==> config.mk <==
export PLATFORM = sky130hd
export DESIGN_NAME = wave_gen_driver
export DESIGN_NICKNAME = d
export VERILOG_FILES = /design/src/rtl/wave_gen_driver_pkg.sv /design/src/rtl/wave_sample_fifo.sv /design/src/rtl/wave_gen_driver.sv
export SDC_FILE = /design/constraint.sdc
export NUM_CORES = 1
export LEC_CHECK = 0
export BUFFER_PORTS_ARGS = -buffer_cell sky130_fd_sc_hd__buf_2
export CAP_MARGIN = 20
export CORE_AREA = 2 2 113 115
export CTS_CLUSTER_SIZE = 16
export DETAILED_ROUTE_END_ITERATION = 10
export DIE_AREA = 0 0 115 117
export GPL_TIMING_DRIVEN = 0
export PLACE_DENSITY = 0.83
export REMOVE_ABC_BUFFERS = 1
export SETUP_SLACK_MARGIN = 0.05
export SLEW_MARGIN = 20
export SYNTH_ARGS = -nofsm -noshare
export SYNTH_HDL_FRONTEND = slang
export SYNTH_SLANG_ARGS = --single-unit
export TNS_END_PERCENT = 5
==> constraint.sdc <==
create_clock -name clk_i -period 2.3 [get_ports clk_i]
set_input_delay 0.345 -clock clk_i [delete_from_list [all_inputs] [get_ports clk_i]]
set_output_delay 0.345 -clock clk_i [all_outputs]
set_load 0.1 [all_outputs]
==> src/rtl/wave_gen_driver_pkg.sv <==
// Shared types and constants for the wave generator host driver.
// State encoding, waveform select type and peak-detect seeds.
package wave_gen_driver_pkg;

  typedef enum logic [2:0] {
    IDLE,
    SET_AMP,
    SET_PHASE,
    RUN,
    DONE
  } state_t;

  typedef logic [1:0] waveform_t;

  localparam logic [7:0] PEAK_INIT_MAX = 8'h80;
  localparam logic [7:0] PEAK_INIT_MIN = 8'h7F;

  // Signed greater-than on raw sample bytes.
  function automatic logic s_gt(
    input logic [7:0] a,
    input logic [7:0] b
  );
    return $signed(a) > $signed(b);
  endfunction

endpackage

==> src/rtl/wave_sample_fifo.sv <==
// Synchronous show-ahead sample FIFO, count-based full/empty.
// Ports: clk/rst_n, wr_en/wr_data, rd_en/rd_data, valid, full.
module wave_sample_fifo
  import wave_gen_driver_pkg::*;
#(
  parameter int DEPTH = 8,
  parameter int W     = 8
) (
  input  logic         clk,
  input  logic         rst_n,
  input  logic         wr_en,
  input  logic [W-1:0] wr_data,
  input  logic         rd_en,
  output logic [W-1:0] rd_data,
  output logic         valid,
  output logic         full
);

  localparam int AW = $clog2(DEPTH);
  localparam logic [AW:0] FULL_CNT = (AW+1)'(DEPTH);

  logic [W-1:0]  mem [DEPTH];
  logic [AW-1:0] wr_ptr;
  logic [AW-1:0] rd_ptr;
  logic [AW:0]   cnt;
  logic          empty;
  logic          do_push;
  logic          do_pop;

  assign empty   = (cnt == '0);
  assign full    = (cnt == FULL_CNT);
  assign valid   = !empty;
  assign rd_data = mem[rd_ptr];

  // A pop frees the slot, so a full FIFO may accept a push
  // in the same cycle.
  assign do_pop  = rd_en && !empty;
  assign do_push = wr_en && (!full || do_pop);

  always_ff @(posedge clk) begin
    if (do_push) begin
      mem[wr_ptr] <= wr_data;
    end
  end

  always_ff @(posedge clk or negedge rst_n) begin
    if (!rst_n) begin
      wr_ptr <= '0;
      rd_ptr <= '0;
      cnt    <= '0;
    end else begin
      if (do_push) begin
        wr_ptr <= wr_ptr + 1'b1;
      end
      if (do_pop) begin
        rd_ptr <= rd_ptr + 1'b1;
      end
      unique case ({do_push, do_pop})
        2'b10:   cnt <= cnt + 1'b1;
        2'b01:   cnt <= cnt - 1'b1;
        default: cnt <= cnt;
      endcase
    end
  end

endmodule

==> src/rtl/wave_gen_driver.sv <==
// Host driver for the wave generator: programs amp/phase,
// runs N-sample bursts, buffers samples in a FIFO.
// Ports: cmd_* burst command (valid/ready), abort_i,
// gen_* generator pins, smp_* FIFO read port (valid/ready),
// busy_o/overflow_o/done_strobe_o status, peak_max_o/min_o.
// Optional: WAVE_GEN_DRIVER_PEAK_DETECT_EN enables peak tracking.
module wave_gen_driver
  import wave_gen_driver_pkg::*;
#(
  parameter int FIFO_DEPTH = 8,
  parameter int CNT_W      = 16
) (
  input  logic             clk_i,
  input  logic             rst_i,
  input  logic             cmd_valid_i,
  output logic             cmd_ready_o,
  input  logic [7:0]       cmd_amplitude_i,
  input  logic [7:0]       cmd_phase_i,
  input  logic [1:0]       cmd_waveform_i,
  input  logic [CNT_W-1:0] cmd_num_samples_i,
  input  logic             abort_i,
  output logic             gen_enable_o,
  output logic [1:0]       gen_waveform_o,
  output logic             gen_set_amplitude_strobe_o,
  output logic             gen_set_phase_strobe_o,
  output logic [7:0]       gen_data_o,
  input  logic [7:0]       gen_data_i,
  input  logic             gen_data_valid_strobe_i,
  output logic             smp_valid_o,
  output logic [7:0]       smp_data_o,
  input  logic             smp_ready_i,
  output logic             busy_o,
  output logic             overflow_o,
  output logic             done_strobe_o,
  output logic [7:0]       peak_max_o,
  output logic [7:0]       peak_min_o
);

  state_t           state_q;
  state_t           state_d;
  logic             live_q;
  logic [7:0]       amp_q;
  logic [7:0]       phase_q;
  logic [CNT_W-1:0] num_q;
  logic [CNT_W-1:0] cnt_q;
  logic [CNT_W-1:0] cnt_inc;
  waveform_t        wf_q;
  logic             amp_stb_q;
  logic             phase_stb_q;
  logic [7:0]       data_q;
  logic             ovf_q;
  logic             accept;
  logic             smp_run;
  logic             hit;
  logic             fifo_full;
  logic             drop;

  // live_q keeps cmd_ready_o low while reset is asserted.
  assign accept  = (state_q == IDLE) && live_q && cmd_valid_i;
  assign smp_run = (state_q == RUN) && gen_data_valid_strobe_i;
  assign cnt_inc = cnt_q + 1'b1;
  assign hit     = smp_run && (num_q != '0)
                   && (cnt_inc == num_q);
  assign drop    = smp_run && fifo_full && !smp_ready_i;

  always_ff @(posedge clk_i or negedge rst_i) begin
    if (!rst_i) begin
      state_q <= IDLE;
      live_q  <= 1'b0;
    end else begin
      state_q <= state_d;
      live_q  <= 1'b1;
    end
  end

  always_comb begin
    state_d = state_q;
    unique case (state_q)
      IDLE:      if (accept) state_d = SET_AMP;
      SET_AMP:   state_d = abort_i ? DONE : SET_PHASE;
      SET_PHASE: state_d = abort_i ? DONE : RUN;
      RUN:       if (abort_i || hit) state_d = DONE;
      DONE:      state_d = IDLE;
      default:   state_d = IDLE;
    endcase
  end

  always_comb begin
    cmd_ready_o   = (state_q == IDLE) && live_q;
    busy_o        = (state_q != IDLE);
    gen_enable_o  = (state_q == RUN);
    done_strobe_o = (state_q == DONE);
  end

  always_ff @(posedge clk_i or negedge rst_i) begin
    if (!rst_i) begin
      amp_q   <= '0;
      phase_q <= '0;
      num_q   <= '0;
      wf_q    <= '0;
      cnt_q   <= '0;
      ovf_q   <= 1'b0;
    end else begin
      if (accept) begin
        amp_q   <= cmd_amplitude_i;
        phase_q <= cmd_phase_i;
        num_q   <= cmd_num_samples_i;
        wf_q    <= cmd_waveform_i;
        cnt_q   <= '0;
        ovf_q   <= 1'b0;
      end else begin
        if (smp_run) cnt_q <= cnt_inc;
        if (drop)    ovf_q <= 1'b1;
      end
    end
  end

  // Strobes lag the set state by one cycle; abort in the set
  // state suppresses the pending pulse and the bus update.
  always_ff @(posedge clk_i or negedge rst_i) begin
    if (!rst_i) begin
      amp_stb_q   <= 1'b0;
      phase_stb_q <= 1'b0;
      data_q      <= '0;
    end else begin
      amp_stb_q   <= (state_q == SET_AMP) && !abort_i;
      phase_stb_q <= (state_q == SET_PHASE) && !abort_i;
      unique case (1'b1)
        (state_q == SET_AMP) && !abort_i:
          data_q <= amp_q;
        (state_q == SET_PHASE) && !abort_i:
          data_q <= phase_q;
        default:
          data_q <= data_q;
      endcase
    end
  end

  assign gen_waveform_o             = wf_q;
  assign gen_set_amplitude_strobe_o = amp_stb_q;
  assign gen_set_phase_strobe_o     = phase_stb_q;
  assign gen_data_o                 = data_q;
  assign overflow_o                 = ovf_q;

  wave_sample_fifo #(
    .DEPTH (FIFO_DEPTH),
    .W     (8)
  ) u_fifo (
    .clk     (clk_i),
    .rst_n   (rst_i),
    .wr_en   (smp_run),
    .wr_data (gen_data_i),
    .rd_en   (smp_ready_i),
    .rd_data (smp_data_o),
    .valid   (smp_valid_o),
    .full    (fifo_full)
  );

`ifdef WAVE_GEN_DRIVER_PEAK_DETECT_EN
  logic [7:0] pmax_q;
  logic [7:0] pmin_q;

  // Dropped samples still count toward the peaks.
  always_ff @(posedge clk_i or negedge rst_i) begin
    if (!rst_i) begin
      pmax_q <= '0;
      pmin_q <= '0;
    end else if (accept) begin
      pmax_q <= PEAK_INIT_MAX;
      pmin_q <= PEAK_INIT_MIN;
    end else if (smp_run) begin
      if (s_gt(gen_data_i, pmax_q)) pmax_q <= gen_data_i;
      if (s_gt(pmin_q, gen_data_i)) pmin_q <= gen_data_i;
    end
  end

  assign peak_max_o = pmax_q;
  assign peak_min_o = pmin_q;
`else
  assign peak_max_o = '0;
  assign peak_min_o = '0;
`endif

endmodule

==> results.py, run 1 <==
metrics = {
    "synth": {
        "yosys.cell_types.count": 47,
        "synthXorXnorAreaFrac_pct": 4.05,
        "synth_top_family_by_area": "multiplexers",
        "synthAdderAreaFrac_pct": 1.32,
        "synth_area_um2": 6270,
        "ys_seq_area_share_pct": 60.5,
        "syn_inst": 470,
        "ys_async_sr_fraction_pct": 54.0,
        "syn_area_per_cell_um2": 13.4,
        "synth-seq-cells": 139,
        "synth-simple-area-share_pct": 9.71,
        "ys.warnings.count": 0,
        "synth_edf_count": 64,
        "synth_compound_area_share_pct": 5.66,
        "synth-main-ff-cell": "dfrtp_1",
        "muxShareOfSynthArea_pct": 14.9,
    },
    "grt": {
        "grt_pass1_wl_um": 20300,
        "grt-ovfl-total": 0,
        "antenna_found_initial": 0,
        "grt_pass1_vias": 4096,
        "grt_max_degree": 59,
        "grt_usage_pct": 19.9,
    },
    "power": {
        "p_per_area_nw_per_um2": 1330,
        "leakage_nw": 3.10,
        "ir_worst_vdd_uv": 1440,
        "p_switching_mw": 4.09,
        "switching_share_pct": 39.6,
        "p_clk_share_pct": 26.7,
        "power_mw": 10.3,
        "pwr-share-seq_pct": 34.3,
        "combinationalPowerShare_pct": 38.9,
        "intPower_mw": 6.25,
    },
    "routing": {
        "ant_nets": 0,
        "drc": 0,
        "vias": 4076,
        "drt_iter0_drc": 286,
        "detail_route.vias_per_cell": 5.61,
        "first_pass_iters": 6,
        "wl_per_cell_um": 17.7,
        "routed_wl_um": 12900,
    },
    "sta": {
        "rsz0062_at_grt": "true",
        "skew_ns": 0.00515,
        "fmax_mhz": 421,
        "setup_viol_count_final": 8,
        "finalMaxSlewViolations": 0,
        "finalCritPeriodShare_pct": 103,
        "finalHoldViolCount": 0,
        "finalCriticalPeriod_ns": 2.37,
        "worst_pin_slew_ns": 1.12,
        "layout_setup_ws_ns": -0.0728,
        "max_slew_margin_pct": 25.3,
    },
    "die": {
        "die_y_um": 117,
        "die_area_um2": 13500,
        "start_util_pct": 51.0,
        "io_pins": 90,
        "die_w_um": 115,
        "num_rows": 41,
        "core_area_um2": 12300,
    },
    "placed_design": {
        "dp.cells": 675,
        "place_area_um2": 6740,
        "post-place-ws_ns": -0.736,
        "gp_congestion": 0.841,
        "io_buffers": 73,
        "dp.final_hpwl_um": 8060,
    },
    "clock_tree": {
        "clock_latency_ns": 0.41,
        "cts_tree": "done",
        "clockBufferDepth": 2,
        "htree_levels": 4,
        "clock-sinks": 139,
        "clk_root_buffer_cell": "clkbuf_16",
        "path_clk_slew_ns": 0.06,
        "cts_made_buffers": 17,
    },
    "cells_and_area": {
        "area_growth_pct": 24.3,
        "drive_above_1_share_pct": 39.1,
        "diodes": 0,
        "mostFrequentLayoutCell": "buf_2",
        "utilization_pct": 63.3,
        "stdcell_count": 726,
        "finalNetCount": 617,
        "layout_common_cells": "65 x buf_2, 64 x edfxtp_1, 60 x dfrtp_1",
        "fin_area_um2": 7800,
    },
    "critical_path": {
        "cp.required_ns": 1.96,
        "cp-end-kind": "output port",
        "arrival_ns": 2.03,
        "cp-start-kind": "flop",
        "critPathKind": "flop to output port",
        "crit_path_max_fanout": 7,
    },
    "outcome": {
        "status": "finished with violations",
        "violations": "setup timing",
    },
    "job": {
        "drv_cap": 0,
    },
    "min_path": {
        "hold_class": "input pin to flop",
    },
}
-- power by group through the flow --
stage	sequential, mW	clock, mW	combinational, mW
floorplan	4.09	0	2.32
global placement	3.58	0	3.34
detailed placement	3.63	0	3.45
CTS	3.52	2.80	3.81
global route	3.61	2.91	4.23
finish	3.55	2.76	4.02
-- cells in the mapped netlist, drive strengths merged, types with 4 or more instances --
cell type  count  area, µm²
and2           6       37.5
a21oi          8       40.0
inv           10       37.5
nor2          25       93.8
nand2b         4       25.0
o21ai         33        165
nor4           7       58.8
xor2           7       61.3
xnor2         22        193
nand3          7       35.0
mux2i         10        100
mux4          16        360
mux2          42        473
clkbuf        15       58.8
o31ai          7       52.6
edfxtp        64       1920
buf           20        138
nand2         46        173
nand4          8       71.3
dfrtp         75       1880
nor3          10       50.1
ha             5       62.6
-- logic make-up (layout without fill, tap and decap cells) --
| group | after synthesis | in the layout |
|---|---|---|
| and+or+nand+nor | 122 | 122 |
| muxes | 68 | 68 |
| adders and majority gates | 6 | 6 |
| other | 2 | 17 |
| buffers and inverters | 45 | 136 |
| AOI/OAI and AO/OA | 59 | 59 |
| xor gates and xnor gates | 29 | 29 |
| DFF | 139 | 139 |
-- metal layers --
metal,share of wire (%),track usage (%),up-vias
met3,4.0,5.61,22
met2,56,36.2,105
met1,39,23.1,2072
met4,1.0,5.94,0
li1,-,-,1877
met5,0,0,-
-- critical path, stage by stage, from the launching register on --
cell       delay (ns)
dfrtp_4          0.46
clkbuf_16        0.18
mux4_2           0.50
mux2_2           0.30
buf_8            0.18
-- registers in the layout, indices dropped and copies added (netlist names) --
register	count
gen_data_o	8
u_fifo.rd_ptr	3
gen_set_amplitude_strobe_o	1
live_q	1
num_q	16
amp_q	8
phase_q	8
overflow_o	1
gen_set_phase_strobe_o	1
u_fifo.mem	64
state_q	3
cnt_q	16
gen_waveform_o	2
u_fifo.cnt	4
u_fifo.wr_ptr	3
-- metrics by stage --
step,TNS [ns],hold WS [ns]
floorplan,-73.87,0.0494
CTS,-0.524,0.122
detailed placement,-51.33,0.233
global placement,-55.22,0.454
global route,-1.06,0.135
finish,-0.368,0.138
-- path summary, 6_finish.rpt --
| check | to | slack [ns] | cells after the start | startpoint |
|---|---|---|---|---|
| worst min register to register | gen_data_o[3] | 0.48 | 2 | phase_q[3] |
| max in group asynchronous | u_fifo.rd_ptr[0] | 1.37 | 3 | rst_i |
| worst max-delay path | smp_data_o[7] | -0.07 | 4 | u_fifo.rd_ptr[0] |
| worst max register to register | state_q[0] | 0.02 | 7 | cnt_q[13] |
| min in group asynchronous | num_q[0] | 0.35 | 2 | rst_i |
| worst min-delay path | state_q[1] | 0.14 | 2 | abort_i |
-- layout make-up --
cell class	instances	area, µm²
inverter	10	37.5
clock inverter	14	169
multi-input combinational	301	2470
tap	150	188
sequential	139	3820
timing repair buffer	94	676
fill	881	4510
clock buffer	18	439
-- repair_timing --
action / CTS / global route
gates resized for setup: 51 / 27
cloned: 0 / 1
hold buffers: 1 / 0
endpoints found under the hold margin: 17 / 0
setup buffers: 7 / 10
endpoints found under the setup margin: 94 / 74
pin swaps: 6 / 8
No activity file was read; power rests on OpenSTA's default activity.
==> inputs of run 2 (changes only) <==
--- a/config.mk
+++ b/config.mk
@@ -7,12 +7,12 @@
 export LEC_CHECK = 0
 export BUFFER_PORTS_ARGS = -buffer_cell sky130_fd_sc_hd__buf_2
 export CAP_MARGIN = 20
-export CORE_AREA = 2 2 113 115
+export CORE_AREA = 2 2 139 141
 export CTS_CLUSTER_SIZE = 16
 export DETAILED_ROUTE_END_ITERATION = 10
-export DIE_AREA = 0 0 115 117
+export DIE_AREA = 0 0 141 143
 export GPL_TIMING_DRIVEN = 0
-export PLACE_DENSITY = 0.83
+export PLACE_DENSITY = 0.61
 export REMOVE_ABC_BUFFERS = 1
 export SETUP_SLACK_MARGIN = 0.05
 export SLEW_MARGIN = 20
==> results.py, run 2 (synthesis gave the netlist of run 1 again) <==
metrics = {
    "routing": {
        "ant_nets": 0,
        "routed_wl_um": 13800,
        "vias": 4144,
        "drc": 0,
        "wl_per_cell_um": 16.8,
        "detail_route.vias_per_cell": 5.05,
        "drt_iter0_drc": 214,
        "first_pass_iters": 5,
    },
    "grt": {
        "grt_pass1_vias": 4144,
        "grt_pass1_wl_um": 21500,
        "grt_usage_pct": 13.8,
        "grt_max_degree": 50,
        "antenna_found_initial": 0,
        "grt-ovfl-total": 0,
    },
    "cells_and_area": {
        "top_register": "u_fifo.mem",
        "layout_common_cells": "64 x buf_2, 64 x edfxtp_1, 59 x dfrtp_1",
        "area_growth_pct": 29.0,
        "diodes": 0,
        "finalNetCount": 628,
        "nFillCells": 1676,
        "regArea_um2": 3820,
        "largestRegisters": "u_fifo.mem: 64 flops, cnt_q: 16 flops, num_q: 16 flops",
        "stdcell_count": 821,
        "largest_register_ffs": 64,
        "multiInputGateArea_um2": 2480,
        "utilization_pct": 43.5,
        "drive_above_1_share_pct": 40.2,
    },
    "die": {
        "die_area_um2": 20200,
        "die_y_um": 143,
        "die_w_um": 141,
        "start_util_pct": 33.8,
        "num_rows": 50,
        "core_area_um2": 18600,
        "io_pins": 90,
    },
    "critical_path": {
        "crit_path_max_fanout": 8,
        "critPathKind": "flop to output port",
        "cp-end-kind": "output port",
        "arrival_ns": 1.99,
        "startpoint": "u_fifo.rd_ptr[0]",
        "cp.required_ns": 1.96,
        "worstReg2RegStart": "cnt_q[13]",
        "cp-start-kind": "flop",
    },
    "sta": {
        "layout_setup_ws_ns": -0.0327,
        "fmax_mhz": 429,
        "finalCriticalPeriod_ns": 2.33,
        "skew_ns": 0.00650,
        "worst_pin_slew_ns": 1.01,
        "finalHoldViolCount": 0,
        "setup_viol_count_final": 9,
        "rsz0062_at_grt": "true",
        "finalCritPeriodShare_pct": 101,
        "finalMaxSlewViolations": 0,
        "max_slew_margin_pct": 32.6,
    },
    "outcome": {
        "violations": "setup timing",
        "status": "finished with violations",
    },
    "placed_design": {
        "dp.final_hpwl_um": 8750,
        "gp_congestion": 0.831,
        "dp.cells": 760,
        "io_buffers": 73,
    },
    "clock_tree": {
        "clk_root_buffer_cell": "clkbuf_16",
        "path_clk_slew_ns": 0.06,
        "cts_tree": "done",
        "htree_levels": 4,
        "clockBufferDepth": 2,
        "clock_latency_ns": 0.41,
        "cts_made_buffers": 17,
        "clock-sinks": 139,
    },
    "power": {
        "ir_worst_vdd_uv": 834,
        "leakage_nw": 3.22,
        "p_per_area_nw_per_um2": 1310,
    },
    "min_path": {
        "hold_class": "input pin to flop",
        "hold_start": "abort_i",
    },
    "job": {
        "drv_cap": 0,
    },
}
run 2: cell count changes in the layout (fill, tap and decap cells not counted), sizes merged:
cell and change:
inv -1, buf +10, dlymetal6s2s +1, clkinvlp -4, bufinv +4, clkinv +1
run 2: worst max-delay path: stages, from the launching register on:
cell and delay (ns):
dfrtp_4 0.43, buf_8 0.16, mux4_2 0.51, mux2_2 0.29, buf_6 0.19
run 2: metrics by stage:
stage	hold slack [ns]	setup TNS (ns)	area, µm²	total power, mW	setup WS, ns
final	0.143	-0.189	8090	10.6	-0.0327
after floorplan	0.0494	-73.87	6130	6.41	-0.876
after CTS	0.116	-0.465	7810	10.6	-0.0637
after global routing	0.136	-1.01	8090	11.1	-0.108
after detailed placement	0.290	-53.34	6870	7.10	-0.735
after global placement	0.456	-73.03	6790	6.97	-1.07
run 2: power breakdown:
part	total [mW]	internal [mW]	switching [mW]
Combinational	3.96	1.42	2.55
Clock	3.14	2.13	1.01
Sequential	3.53	3.05	0.481
run 2: final timing paths:
kind,endpoint,slack [ns],cells past startpoint
min in group asynchronous,num_q[1],0.39,2
max in group asynchronous,u_fifo.rd_ptr[0],1.32,3
worst max-delay path,smp_data_o[6],-0.03,4
worst max register to register,state_q[2],-0.01,7
worst min-delay path,state_q[1],0.14,2
worst min register to register,gen_data_o[0],0.47,2
run 2: final cells by class:
type / count / share of cell area [%]
clock buffer: 18 / 5.30
inverter: 10 / 0.464
multi-input combinational: 301 / 30.7
sequential: 139 / 47.2
clock inverter: 14 / 3.06
tap: 234 / 3.62
timing repair buffer: 105 / 9.66
run 2: layer usage:
metal / vias to the layer above / track usage, % / share of wire (%)
li1: 1894 / - / -
met1: 2109 / 17.0 / 42
met2: 128 / 23.4 / 51
met3: 13 / 5.03 / 6.7
met4: 0 / 3.26 / 0.62
met5: - / 0 / 0
run 2: repair_timing:
| action | CTS | global route |
|---|---|---|
| pin swaps | 3 | 10 |
| setup buffers | 5 | 23 |
| hold buffers | 1 | 0 |
| gates resized for setup | 52 | 32 |
| endpoints found under the setup margin | 94 | 77 |
| endpoints found under the hold margin | 26 | 0 |
==> inputs of run 3 (changes only) <==
--- a/config.mk
+++ b/config.mk
@@ -5,14 +5,15 @@
 export SDC_FILE = /design/constraint.sdc
 export NUM_CORES = 1
 export LEC_CHECK = 0
+export ABC_AREA = 1
 export BUFFER_PORTS_ARGS = -buffer_cell sky130_fd_sc_hd__buf_2
 export CAP_MARGIN = 20
-export CORE_AREA = 2 2 139 141
+export CORE_AREA = 2 2 142 144
 export CTS_CLUSTER_SIZE = 16
 export DETAILED_ROUTE_END_ITERATION = 10
-export DIE_AREA = 0 0 141 143
+export DIE_AREA = 0 0 144 146
 export GPL_TIMING_DRIVEN = 0
-export PLACE_DENSITY = 0.61
+export PLACE_DENSITY = 0.6
 export REMOVE_ABC_BUFFERS = 1
 export SETUP_SLACK_MARGIN = 0.05
 export SLEW_MARGIN = 20
==> results.py, run 3 <==
metrics = {
    "sta": {
        "finalCriticalPeriod_ns": 2.31,
        "skew_ns": 0.00815,
        "fmax_mhz": 433,
        "finalCritPeriodShare_pct": 100,
        "final.setup.tns_ns": -0.0151,
        "layout_setup_ws_ns": -0.0110,
        "setup_viol_count_final": 2,
        "max_slew_margin_pct": 51.6,
        "rsz0062_at_grt": "true",
        "finalMaxSlewViolations": 0,
        "worst_pin_slew_ns": 0.723,
        "holdWs_ns": 0.121,
        "finalHoldViolCount": 0,
    },
    "routing": {
        "routed_wl_um": 15600,
        "detail_route.vias_per_cell": 4.68,
        "vias": 5123,
        "drt_iter0_drc": 223,
        "ant_nets": 0,
        "wl_per_cell_um": 14.2,
        "first_pass_iters": 4,
        "drc": 0,
    },
    "critical_path": {
        "worstReg2RegStart": "state_q[2]",
        "arrival_ns": 1.97,
        "startpoint": "u_fifo.rd_ptr[0]",
        "path_cells": "clkinvlp_4 > buf_6 > nor2_2 > o22ai_1 > nor2_1 > a31oi_1 > buf_6",
        "cp_num_buf_inv": 3,
        "cp-end-kind": "output port",
        "r2r_slack_ns": 0.22,
        "cp.required_ns": 1.96,
        "slowest_stage": "dfrtp_4",
        "critPathMaxStageDelay_ns": 0.52,
        "cp-start-kind": "flop",
        "critPathMostFrequentCell": "buf_6",
        "cp_top_family": "flip-flops",
        "critPathKind": "flop to output port",
        "crit_path_max_fanout": 8,
    },
    "grt": {
        "grt-ovfl-total": 0,
        "grt_usage_pct": 15.4,
        "grt_pass1_wl_um": 25000,
        "grt_max_degree": 53,
        "antenna_found_initial": 0,
        "grt_pass1_vias": 4941,
    },
    "die": {
        "io_pins": 90,
        "start_util_pct": 33.5,
        "die_w_um": 144,
        "core_area_um2": 19300,
        "die_area_um2": 21000,
        "die_y_um": 146,
        "num_rows": 51,
    },
    "synth": {
        "yosys.area.top_type": "edfxtp_1",
        "synth_top_area_share_pct": 29.6,
        "synth_area_um2": 6490,
        "synth_edf_count": 64,
        "synth-main-ff-cell": "dfrtp_1",
        "yosys.cell_types.count": 34,
        "syn_area_per_cell_um2": 9.06,
        "synth.top_cells.by_area": "edfxtp_1 30%, dfrtp_1 29%, nand2_1 10%",
        "ys.warnings.count": 0,
        "syn_inst": 716,
        "ys_seq_area_share_pct": 58.6,
        "synth-seq-cells": 139,
        "synthTopCellsByCount": "174 x nand2_1, 104 x nor2_1, 75 x dfrtp_1",
        "ys_async_sr_fraction_pct": 54.0,
        "synth.most_common_cell": "nand2_1",
    },
    "cells_and_area": {
        "top_register": "u_fifo.mem",
        "drive_above_1_share_pct": 21.9,
        "nFillCells": 1906,
        "largestRegisters": "u_fifo.mem: 64 flops, cnt_q: 16 flops, num_q: 16 flops",
        "utilization_pct": 42.1,
        "mostFrequentLayoutCell": "nand2_1",
        "fin_area_um2": 8130,
        "largest_register_ffs": 64,
        "layout_common_cells": "169 x nand2_1, 95 x nor2_1, 73 x dfrtp_1",
        "stdcell_count": 1095,
        "finalNetCount": 871,
        "area_growth_pct": 25.4,
        "diodes": 0,
    },
    "placed_design": {
        "dp.cells": 1036,
        "post-place-ws_ns": -0.982,
        "place_area_um2": 7100,
        "io_buffers": 73,
        "dp.final_hpwl_um": 9590,
        "gp_congestion": 0.810,
    },
    "outcome": {
        "violations": "setup timing",
        "status": "finished with violations",
    },
    "clock_tree": {
        "htree_levels": 4,
        "clock_latency_ns": 0.42,
        "cts_tree": "done",
        "clockBufferDepth": 2,
        "clock-sinks": 139,
        "clk_root_buffer_cell": "clkbuf_16",
        "path_clk_slew_ns": 0.06,
        "cts_made_buffers": 17,
    },
    "job": {
        "drv_cap": 0,
    },
    "power": {
        "leakage_nw": 3.57,
        "ir_worst_vdd_uv": 1010,
        "p_per_area_nw_per_um2": 1430,
        "power_mw": 11.6,
    },
    "min_path": {
        "hold_class": "input pin to flop",
        "hold_start": "cmd_amplitude_i[1]",
    },
}
## run 3: changes by cell type after synthesis, sizes merged, moves of 10 or more
cell,previous run,this run
nor2,25,112
o21ai,33,70
xnor2,22,1
nand2,46,184
mux4,16,0
o22ai,1,17
inv,10,62
mux2i,10,0
nand3,7,44
mux2,42,0
## run 3: worst paths after layout
check                                    to  depth (start not counted)
setup / recovery              smp_data_o[7]                          7
hold / removal                     amp_q[1]                          3
setup reg to reg           u_fifo.mem[6][2]                          6
hold reg to reg                  phase_q[0]                          2
max in group asynchronous  u_fifo.rd_ptr[1]                          3
min in group asynchronous        phase_q[5]                          2
## run 3: layout make-up
class / count / area, µm² / share of cell area [%]
flip-flops and latches: 139 / 3810 / 46.8
multi-input cells: 493 / 2420 / 29.8
repair buffers: 101 / 719 / 8.85
clock buffers: 18 / 429 / 5.28
well taps: 265 / 332 / 4.08
inverters: 64 / 260 / 3.20
clock inverters: 14 / 155 / 1.91
repair inverters: 1 / 7.51 / 0.0923
## run 3: cells by family after synthesis
group | share of synthesized area (%)
adder cells (fa/ha/maj) | 1.27
XOR/XNOR | 0.810
buffers and inverters | 6.77
flip-flops | 58.6
AO/OA/AOI/OAI | 8.89
AND/OR/NAND/NOR | 23.6
other | 0.116
## run 3: where the power goes
part	internal, mW	switching [mW]	leakage [nW]
clock network	1.54	1.17	0.277
registers	3.14	0.386	1.52
logic	1.46	3.93	1.77
## run 3: routing by layer
metal	part of all wire (%)	wire length [µm]	vias to the layer above	GRT usage, %
met5	0	0	-	0
met4	1.3	195	0	4.36
met3	4.3	676	15	4.21
met2	49	7560	118	26.0
met1	46	7150	2438	19.2
li1	-	-	2552	-
## run 3: what timing repair did
item	in CTS	in global routing
setup buffers	17	7
pin swaps	11	13
hold buffers	1	0
endpoints found under the setup margin	124	102
cloned	2	0
resized for setup	55	22
hold endpoints to repair	23	0
## run 3: worst register-to-register path, cell delays in order, from the launching register on
cell     delay, ns
dfrtp_1       0.42
inv_1         0.12
nand2_2       0.10
nor2_4        0.22
nand2_1       0.14
or2_4         0.31
nor3_4        0.41
